==> config.mk <==
export PLATFORM = sky130hd
export DESIGN_NAME = temperature_controller
export DESIGN_NICKNAME = d
export VERILOG_FILES = /design/src/rtl/temperature_controller.sv
export SDC_FILE = /design/constraint.sdc
export NUM_CORES = 1
export LEC_CHECK = 0
export ABC_AREA = 0
export CAP_MARGIN = 20
export CORE_ASPECT_RATIO = 1.2
export CORE_UTILIZATION = 45
export CTS_BUF_LIST = sky130_fd_sc_hd__clkbuf_8
export DETAILED_ROUTE_END_ITERATION = 10
export SYNTH_ARGS = -nofsm -noshare
export SYNTH_HDL_FRONTEND = slang
export SYNTH_SLANG_ARGS = --single-unit
export TNS_END_PERCENT = 1
==> constraint.sdc <==
create_clock -name clk -period 2.78 [get_ports clk]
set_clock_uncertainty 0.2 [all_clocks]
set_input_delay 0.834 -clock clk [delete_from_list [all_inputs] [get_ports clk]]
set_output_delay 0.834 -clock clk [all_outputs]
set_load 0.005 [all_outputs]
==> src/rtl/temperature_controller.sv <==
// Heater/cooler supervisor: debounces the analyzer's low/high abnormality flags,
// enforces a minimum actuator on-time and latches a fault on runaway actuation.
module temperature_controller #(
  parameter int DEBOUNCE_CYCLES = 4,
  parameter int MIN_ON_CYCLES   = 8,
  parameter int ALARM_CYCLES    = 64,
  parameter int CNT_W           = 8
) (
  input  logic       clk,
  input  logic       rst,
  input  logic       lowTempAbnormality,
  input  logic       highTempAbnormality,
  input  logic       clearFault,
  output logic       heaterOn,
  output logic       coolerOn,
  output logic       alarm,
  output logic [1:0] ctrlState
);

  typedef enum logic [1:0] {
    IDLE    = 2'b00,
    HEATING = 2'b01,
    COOLING = 2'b10,
    FAULT   = 2'b11
  } state_t;

  localparam logic [CNT_W-1:0] DEB_MAX   = CNT_W'(DEBOUNCE_CYCLES);
  localparam logic [CNT_W-1:0] DEB_LAST  = CNT_W'(DEBOUNCE_CYCLES - 1);
  localparam logic [CNT_W-1:0] MINON_MAX = CNT_W'(MIN_ON_CYCLES);
  localparam logic [CNT_W-1:0] ALARM_LIM = CNT_W'(ALARM_CYCLES);

  state_t           state, nextState;
  logic [CNT_W-1:0] lowCnt, highCnt, onCnt, abnCnt;
  logic [CNT_W-1:0] lowCntNext, highCntNext, onCntNext, abnCntNext;
  logic [CNT_W-1:0] abnInc;
  logic             lowQual, highQual, lowStable, highStable, activeFlag;

  function automatic logic [CNT_W-1:0] satInc(input logic [CNT_W-1:0] v,
                                               input logic [CNT_W-1:0] lim);
    return (v >= lim) ? lim : v + CNT_W'(1);
  endfunction

  // Both flags asserted together is illegal and qualifies as neither.
  assign lowQual    = lowTempAbnormality & ~highTempAbnormality;
  assign highQual   = highTempAbnormality & ~lowTempAbnormality;
  assign lowStable  = lowQual && (lowCnt >= DEB_LAST);
  assign highStable = highQual && (highCnt >= DEB_LAST);

  always_comb begin
    nextState   = state;
    lowCntNext  = '0;
    highCntNext = '0;
    onCntNext   = '0;
    abnCntNext  = '0;
    activeFlag  = (state == HEATING) ? lowTempAbnormality : highTempAbnormality;
    abnInc      = abnCnt + CNT_W'(1);
    // Debounce only runs in IDLE, so any flag seen while actuating restarts here.
    case (state)
      IDLE: begin
        if (lowStable) begin
          nextState = HEATING;
        end else if (highStable) begin
          nextState = COOLING;
        end else begin
          lowCntNext  = lowQual  ? satInc(lowCnt,  DEB_MAX) : '0;
          highCntNext = highQual ? satInc(highCnt, DEB_MAX) : '0;
        end
      end
      HEATING, COOLING: begin
        if (activeFlag && (abnInc == ALARM_LIM)) begin
          nextState = FAULT;
        end else if (!activeFlag && (onCnt == MINON_MAX)) begin
          nextState = IDLE;
        end else begin
          onCntNext  = satInc(onCnt, MINON_MAX);
          abnCntNext = activeFlag ? abnInc : '0;
        end
      end
      FAULT: begin
        if (clearFault) nextState = IDLE;
      end
      default: nextState = IDLE;
    endcase
  end

  always_ff @(posedge clk or posedge rst) begin
    if (rst) begin
      state   <= IDLE;
      lowCnt  <= '0;
      highCnt <= '0;
      onCnt   <= '0;
      abnCnt  <= '0;
    end else begin
      state   <= nextState;
      lowCnt  <= lowCntNext;
      highCnt <= highCntNext;
      onCnt   <= onCntNext;
      abnCnt  <= abnCntNext;
    end
  end

  assign heaterOn  = (state == HEATING);
  assign coolerOn  = (state == COOLING);
  assign alarm     = (state == FAULT);
  assign ctrlState = state;

endmodule

# Word-level counts from Yosys, hierarchy flattened
# Index checks and enable logic that the tools add are counted.
dict set report word_totals {
  regBits 34
  inputBits 5
}
dict set report classes {
  add_sub_neg 4
  order_cmp 5
  eq_ne 8
  n_mux 25
  bitwise_logic 4
  n_reduce_logical 8
}
# cell n
set op_table {}
lappend op_table {{$mux W8} 18}
lappend op_table {{$add A8 B1 Y8 const B} 4}
lappend op_table {{$ge A8 B2 Y1 const B} 2}
lappend op_table {{$ge A8 B3 Y1 const B} 2}
lappend op_table {{$mux W2} 5}
lappend op_table {{$eq A8 B4 Y1 const B} 1}
lappend op_table {{$eq A8 B7 Y1 const B} 1}
lappend op_table {{$ge A8 B4 Y1 const B} 1}
lappend op_table {{$ne A3 B3 Y1 const B} 2}
lappend op_table {{$pmux W2 S3} 1}
lappend op_table {{$eq A2 B2 Y1 const B} 2}
lappend op_table {{$logic_and A1 B1 Y1} 4}
lappend op_table {{$reduce_and A3 Y1} 1}
lappend op_table {{$and A1 B1 Y1} 2}
lappend op_table {{$eq A2 B1 Y1 const B} 1}
lappend op_table {{$logic_not A2 Y1} 1}
lappend op_table {{$ne A2 B2 Y1 const B} 1}
lappend op_table {{$not A1 Y1} 2}
lappend op_table {{$reduce_or A2 Y1} 1}
lappend op_table {{$logic_not A1 Y1} 1}
lappend op_table {{$mux W1} 1}

# Depth between registers and ports, before layout
# Gate-level depths: netlist of the first run.
dict set report logic_depth {
  word_depth 7
  ltp_mapped 7
  mapped_depth_nobuf 7
}

# Least setup slack after synthesis of the first run
# OpenSTA, ideal clock, no wires.
dict set report synth_path {
  path_type {input to register}
  startpoint {input port lowTempAbnormality}
  endpoint {register state[0], in the netlist ctrlState[0]}
  arrival_time_ns 1.825
  required_ns 2.486
  slack_ns 0.661
  stages 5
  n_path_buf 0
  cell_sequence {mux2_2 > o41ai_4 > inv_2 > o211a_1 > a211oi_1}
}
dict set report synth_via {
  elab_chain_cells 5
  elab_cells_between_ends 15
  classes_between {eq/ne: 2; mux: 4; bitwise: 3; reduce/logical: 6}
}
# element line
set synth_lines {}
lappend synth_lines {{start: declaration} 11} ;# input logic lowTempAbnormality,
lappend synth_lines {{$mux W1 / $not A1 Y1 (equally long branches)} {55, 45}}
lappend synth_lines {{$logic_not A1 Y1 / $and A1 B1 Y1 (equally long branches)} {72, 45}}
lappend synth_lines {{$logic_and A1 B1 Y1, on equally long branches} {72, 47}}
lappend synth_lines {{$ne A3 B3 Y1 (no source line)} n/a}
lappend synth_lines {{$reduce_and A3 Y1 (no source line)} n/a}
lappend synth_lines {{end signal: assignment} 94} ;# state <= nextState;
lappend synth_lines {{end: declaration} 32} ;# state_t state, nextState;
# Several ways; a longest one is shown, not always the timed one.
# A chain may end at the register's enable or synchronous reset.

# Worst setup path in the final report of the first run
dict set report layout_path {
  startpoint {register state[1], in the netlist ctrlState[1]}
  endpoint {output port heaterOn}
}
dict set report layout_via {
  elab_chain_cells 1
}
# element line
set layout_lines {}
lappend layout_lines {{$eq A2 B1 Y1} 102} ;# assign heaterOn = (state == HEATING);
lappend layout_lines {{end: declaration} 14} ;# output logic heaterOn,
# Every way passes these cells.

==> results.sh, run 1 <==
export IMPL_internal_power_mw=1.00
export IMPL_grt_pass1_vias=945
export IMPL_p_clk_share_pct=31.7
export IMPL_synth_warnings=0
export IMPL_grt_ovfl_total=0
export IMPL_reg2reg_setup_slack_ps=600
export IMPL_synth_enable_flop_cells=0
export IMPL_power_share_sequential_pct=40.6
export IMPL_dpl_instance_area_um2=1700
export IMPL_slew_viol_final=0
export IMPL_vias_per_cell=4.65
export IMPL_rows=22
export IMPL_powerDensity_nw_per_um2=779
export IMPL_timing_critical_path_to="heaterOn"
export IMPL_ys_async_sr_fraction_pct=100
export IMPL_utilization_pct=58.2
export IMPL_routed_wl_um=2240
export IMPL_swShare_pct=29.1
export IMPL_grt_pass1_wl_um=3930
export IMPL_crit_path_start_kind="flip-flop"
export IMPL_reg2reg_from="ctrlState[1]$_DFFE_PP0P_"
export IMPL_io_buffers=9
export IMPL_cts_root_buf="clkbuf_8"
export IMPL_period_share_pct=92.1
export IMPL_synthTopCellsByArea="dfrtp_1 (57%), ha_1 (9.2%), nor2_1 (5.5%)"
export IMPL_maxCapViolations=0
export IMPL_min_path_cells=1
export IMPL_clk_pin_slew_ps=70
export IMPL_yosysTopAreaCellShare_pct=56.8
export IMPL_cp_arrival_ps=1530
export IMPL_pin_count=10
export IMPL_hpwl_um=1650
export IMPL_ant_nets=0
export IMPL_min_from="lowCnt[0]$_DFF_PP0_"
export IMPL_core_um2=3110
export IMPL_nets=182
export IMPL_path_class="flip-flop to primary output"
export IMPL_die_w_um=54.7
export IMPL_insertion_delay_ps=290
export IMPL_syn_avg_cell_area_um2=11.2
export IMPL_status="finished clean"
export IMPL_cts_tree="yes"
export IMPL_crit_path_start="ctrlState[1]$_DFFE_PP0P_"
export IMPL_holdBufCountCts=0
export IMPL_post_cts_buffers=0
export IMPL_drive_gt1_share_pct=8.98
export IMPL_drt_initial_drc_count=13
export IMPL_fillers=273
export IMPL_track_usage_pct=16.0
export IMPL_ys_flop_type="dfrtp_1"
export IMPL_clock_sinks=34
export IMPL_combPwrFrac_pct=27.6
export IMPL_grt_max_degree=35
export IMPL_cp_required_ps=1750
export IMPL_ys_seq_area_share_pct=56.8
export IMPL_die_area_um2=3570
export IMPL_synthMostInstantiatedCell="dfrtp_1"
export IMPL_min_path_type="flip-flop to flip-flop"
export IMPL_fin_area_um2=1810
export IMPL_final_hold_viol_count=0
export IMPL_wl_per_cell_um=11.0
export IMPL_placed_cells_incl_taps=195
export IMPL_max_freq_ghz=0.390
export IMPL_clk_path_buf_depth=2
export IMPL_netlist_top_cells_count="dfrtp_1 (34), nor2_1 (22), inv_1 (14)"
export IMPL_period_needed_ps=2560
export IMPL_reg2reg_depth=7
export IMPL_numCtsBuffers=5
export IMPL_r2r_end="ctrlState[1]$_DFFE_PP0P_"
export IMPL_ir_worst_vdd_v=0.000421
export IMPL_gp_congestion=0.786
export IMPL_leakagePower_nw=0.849
export IMPL_grt_antenna_before_repair=0
export IMPL_diodes=0
export IMPL_firstDrtPassIters=4
export IMPL_tightestPinTransition_ps=523
export IMPL_via_count=944
export IMPL_slew_headroom_pct=65.1
export IMPL_endpoint_kind="primary output"
export IMPL_rsz0062_at_grt="false"
export IMPL_htreeDepth=2
export IMPL_setup_violations=0
export IMPL_initial_core_util_pct=48.2
export IMPL_synthCells=134
export IMPL_p_switching_uw=410
export IMPL_post_route_drc_count=0
export IMPL_cts_resized=0
export IMPL_area_growth_pct=20.9
export IMPL_yosysTopAreaCell="dfrtp_1"
export IMPL_die_height_um=65.2
export IMPL_cp_max_fo=5
export IMPL_syn_area_um2=1500
export IMPL_setup_tns_ps=0
export IMPL_final_cells=203
export IMPL_synth_seq_cells=34
export IMPL_synth_distinct_cells=32
[how the worst min path moves through the flow]
stage                                       to  slack (ps)
after floorplan           highCnt[0]$_DFF_PP0_         230
after global placement    highCnt[0]$_DFF_PP0_         240
after detailed placement   lowCnt[0]$_DFF_PP0_         250
after CTS                  lowCnt[0]$_DFF_PP0_         260
after global routing       lowCnt[0]$_DFF_PP0_         280
final                      lowCnt[0]$_DFF_PP0_         260
[layout make-up]
| class | count | area [um2] | area share [%] |
|---|---|---|---|
| sequential | 34 | 851 | 47.0 |
| timing repair buffer | 10 | 97.6 | 5.39 |
| clock inverter | 3 | 45.0 | 2.49 |
| multi-input combinational | 100 | 648 | 35.8 |
| inverter | 15 | 56.3 | 3.11 |
| clock buffer | 5 | 68.8 | 3.80 |
| tap | 36 | 45.0 | 2.49 |
[worst max-delay path, cell delays in order, from the launching register on]
cell and delay [ps]:
dfrtp_1 420, inv_1 130, ha_1 190, clkdlybuf4s50_1 500
[state kept, by name, indices dropped and copies added, names as in the netlist]
| signal | count |
|---|---|
| ctrlState | 2 |
| lowCnt | 8 |
| onCnt | 8 |
| highCnt | 8 |
| abnCnt | 8 |
[power groups by stage]
stage,logic (mW),registers [mW],clock network [mW]
5_1_grt,0.448,0.579,0.482
3_5_place_dp,0.398,0.584,0
4_1_cts,0.399,0.575,0.465
3_3_place_gp,0.391,0.582,0
6_report,0.390,0.574,0.448
2_1_floorplan,0.273,0.579,0
[per-stage QoR]
stage	hold WS (ps)	setup WS [ps]	power (mW)
detailed placement	255	89.5	0.983
finish	261	219	1.41
global route	284	114	1.51
floorplan	230	661	0.852
CTS	265	181	1.44
global placement	242	132	0.973
[per-layer routing]
| metal | part of all wire [%] | track usage, % | wire [um] |
|---|---|---|---|
| met3 | 4.2 | 5.56 | 95 |
| met5 | 0 | 0 | 0 |
| met2 | 49 | 26.1 | 1110 |
| met1 | 44 | 18.3 | 992 |
| met4 | 2.1 | 6.73 | 46 |
[cell families (layout without fill, tap and decap cells)]
kind of cell | count (synthesis) | count (layout) | share of synthesized area, %
adders and majority gates | 11 | 11 | 9.18
and+or+nand+nor | 49 | 49 | 15.4
muxes | 2 | 2 | 1.42
buffers and inverters | 15 | 33 | 3.76
other | 1 | 16 | 0.250
xor gates and xnor gates | 7 | 7 | 4.09
DFF | 34 | 34 | 56.8
AOI/OAI and AO/OA | 15 | 15 | 9.10
[layout by cell type, fill, tap and decap left out, types with 2 or more instances in the layout]
| cell type | count |
|---|---|
| nand2b_1 | 3 |
| inv_1 | 14 |
| a211oi_1 | 2 |
| o211a_1 | 2 |
| o21ai_0 | 2 |
| nand3_1 | 4 |
| conb_1 | 16 |
| clkbuf_8 | 5 |
| a21oi_1 | 2 |
| nor4_1 | 3 |
| nand2_1 | 9 |
| xor2_1 | 3 |
| clkdlybuf4s50_1 | 9 |
| xnor2_1 | 4 |
| dfrtp_1 | 34 |
| nor2b_1 | 2 |
| ha_1 | 11 |
| nor2_1 | 22 |
| clkinvlp_4 | 2 |
Power figures use the tool's default switching activity.
==> run 2, diff against run 1 <==
--- a/config.mk
+++ b/config.mk
@@ -10,6 +10,7 @@
 export CORE_ASPECT_RATIO = 1.2
 export CORE_UTILIZATION = 45
 export CTS_BUF_LIST = sky130_fd_sc_hd__clkbuf_8
+export CTS_CLUSTER_SIZE = 28
 export DETAILED_ROUTE_END_ITERATION = 10
 export SYNTH_ARGS = -nofsm -noshare
 export SYNTH_HDL_FRONTEND = slang
==> results of run 2 <==
Same layout as run 1: the final DEF is identical, and so are final timing and power.
==> run 3, diff against run 2 <==
--- a/config.mk
+++ b/config.mk
@@ -12,6 +12,7 @@
 export CTS_BUF_LIST = sky130_fd_sc_hd__clkbuf_8
 export CTS_CLUSTER_SIZE = 28
 export DETAILED_ROUTE_END_ITERATION = 10
+export PLACE_DENSITY_LB_ADDON = 0.08
 export SYNTH_ARGS = -nofsm -noshare
 export SYNTH_HDL_FRONTEND = slang
 export SYNTH_SLANG_ARGS = --single-unit
==> run 3 against run 2 <==
Effect of this change: flip-flop and latch count did not move; sequential share of layout area rose by 0.59 points; routed wire length fell by 0.94%; critical path type unchanged; total power fell by 5.9%; final cell count did not move.
==> results.sh, run 3 (synthesis gave the netlist of run 1 again) <==
export IMPL_setup_violations=0
export IMPL_whs_ps=256
export IMPL_max_freq_ghz=0.390
export IMPL_ant_nets=0
export IMPL_pin_count=10
export IMPL_io_buffers=9
export IMPL_initial_core_util_pct=48.2
export IMPL_slew_headroom_pct=66.4
export IMPL_area_growth_pct=19.4
export IMPL_period_share_pct=92.3
export IMPL_critPathMaxStageDelay_ps=500
export IMPL_die_area_um2=3570
export IMPL_routed_wl_um=2220
export IMPL_endpoint_kind="primary output"
export IMPL_cp_max_fo=5
export IMPL_insertion_delay_ps=280
export IMPL_post_route_drc_count=0
export IMPL_track_usage_pct=16.0
export IMPL_maxCapViolations=0
export IMPL_htreeDepth=2
export IMPL_gp_congestion=0.824
export IMPL_grt_ovfl_total=0
export IMPL_die_w_um=54.7
export IMPL_leakagePower_nw=0.851
export IMPL_path_class="flip-flop to primary output"
export IMPL_final_hold_viol_count=0
export IMPL_drt_initial_drc_count=20
export IMPL_clock_sinks=34
export IMPL_cts_root_buf="clkbuf_8"
export IMPL_tightestPinTransition_ps=504
export IMPL_setup_tns_ps=0
export IMPL_cts_tree="yes"
export IMPL_cp_arrival_ps=1530
export IMPL_post_cts_buffers=0
export IMPL_slew_viol_final=0
export IMPL_cpLargestDelayFamily="buffers and inverters"
export IMPL_hpwl_um=1610
export IMPL_clk_path_buf_depth=2
export IMPL_period_needed_ps=2570
export IMPL_final_common_cell="dfrtp_1"
export IMPL_final_cell_mix="dfrtp_1 (34), nor2_1 (22), conb_1 (16)"
export IMPL_wl_per_cell_um=10.9
export IMPL_min_path_type="flip-flop to flip-flop"
export IMPL_firstDrtPassIters=4
export IMPL_rows=22
export IMPL_cp_required_ps=1750
export IMPL_grt_antenna_before_repair=0
export IMPL_grt_pass1_vias=1000
export IMPL_rsz0062_at_grt="false"
export IMPL_crit_path_start_kind="flip-flop"
export IMPL_powerDensity_nw_per_um2=742
export IMPL_cp_slowest_cell="clkdlybuf4s50_1"
export IMPL_vias_per_cell=4.73
export IMPL_cts_resized=0
export IMPL_utilization_pct=57.5
export IMPL_core_um2=3110
export IMPL_nets=182
export IMPL_grt_max_degree=35
export IMPL_via_count=961
export IMPL_holdBufCountCts=0
export IMPL_drive_gt1_share_pct=8.38
export IMPL_numCtsBuffers=5
export IMPL_ir_worst_vdd_v=0.000566
export IMPL_grt_pass1_wl_um=3910
export IMPL_clk_pin_slew_ps=60
export IMPL_crit_buf_inv=2
export IMPL_die_height_um=65.2
export IMPL_status="finished clean"
export IMPL_path_cells="inv_1 -> ha_1 -> clkdlybuf4s50_1"
export IMPL_diodes=0
==> run 3: cell types whose count changed in the layout (fill, tap and decap cells not counted) <==
cell,previous run,this run
inv_1,14,15
clkinv_2,0,1
bufinv_16,1,0
clkbuf_8,5,6
clkinvlp_4,2,0
==> run 3: final cells by class <==
cell class | instances | area, um2
fillers | 264 | 1320
flip-flops and latches | 34 | 851
multi-input cells | 100 | 648
repair buffers | 10 | 97.6
clock buffers | 6 | 82.6
inverters | 15 | 56.3
well taps | 36 | 45.0
clock inverters | 2 | 8.76
==> run 3: power breakdown <==
group	internal [mW]	switching, mW	leakage (nW)
Combinational	0.195	0.198	0.368
Sequential	0.542	0.0341	0.431
Clock	0.196	0.164	0.0524
Total	0.932	0.396	0.851
==> run 3: through the flow <==
step	area, um2	worst slack, ps	std cells	total power, mW
2_1_floorplan	1560	661	149	0.852
3_3_place_gp	1700	129	195	0.972
3_5_place_dp	1700	85.8	195	0.985
4_1_cts	1790	199	203	1.35
5_1_grt	1790	149	203	1.42
6_report	1790	213	203	1.33
==> run 3: path summary, 6_finish.rpt <==
kind                            slack [ps]  cells after the start                       end                startpoint
worst max-delay path                   210                      3                  heaterOn  ctrlState[1]$_DFFE_PP0P_
worst min-delay path                   260                      1       lowCnt[0]$_DFF_PP0_       lowCnt[0]$_DFF_PP0_
max in group asynchronous             1350                      3        onCnt[0]$_DFF_PP0_                       rst
worst max register to register         590                      7  ctrlState[1]$_DFFE_PP0P_  ctrlState[1]$_DFFE_PP0P_
worst min register to register         260                      1       lowCnt[0]$_DFF_PP0_       lowCnt[0]$_DFF_PP0_
min in group asynchronous              730                      3      highCnt[2]$_DFF_PP0_                       rst
==> run 3: layer usage <==
metal / wire (um) / global-route usage (%)
met5: 0 / 0
met2: 1040 / 26.5
met1: 1010 / 16.5
met4: 56 / 8.65
met3: 107 / 6.25
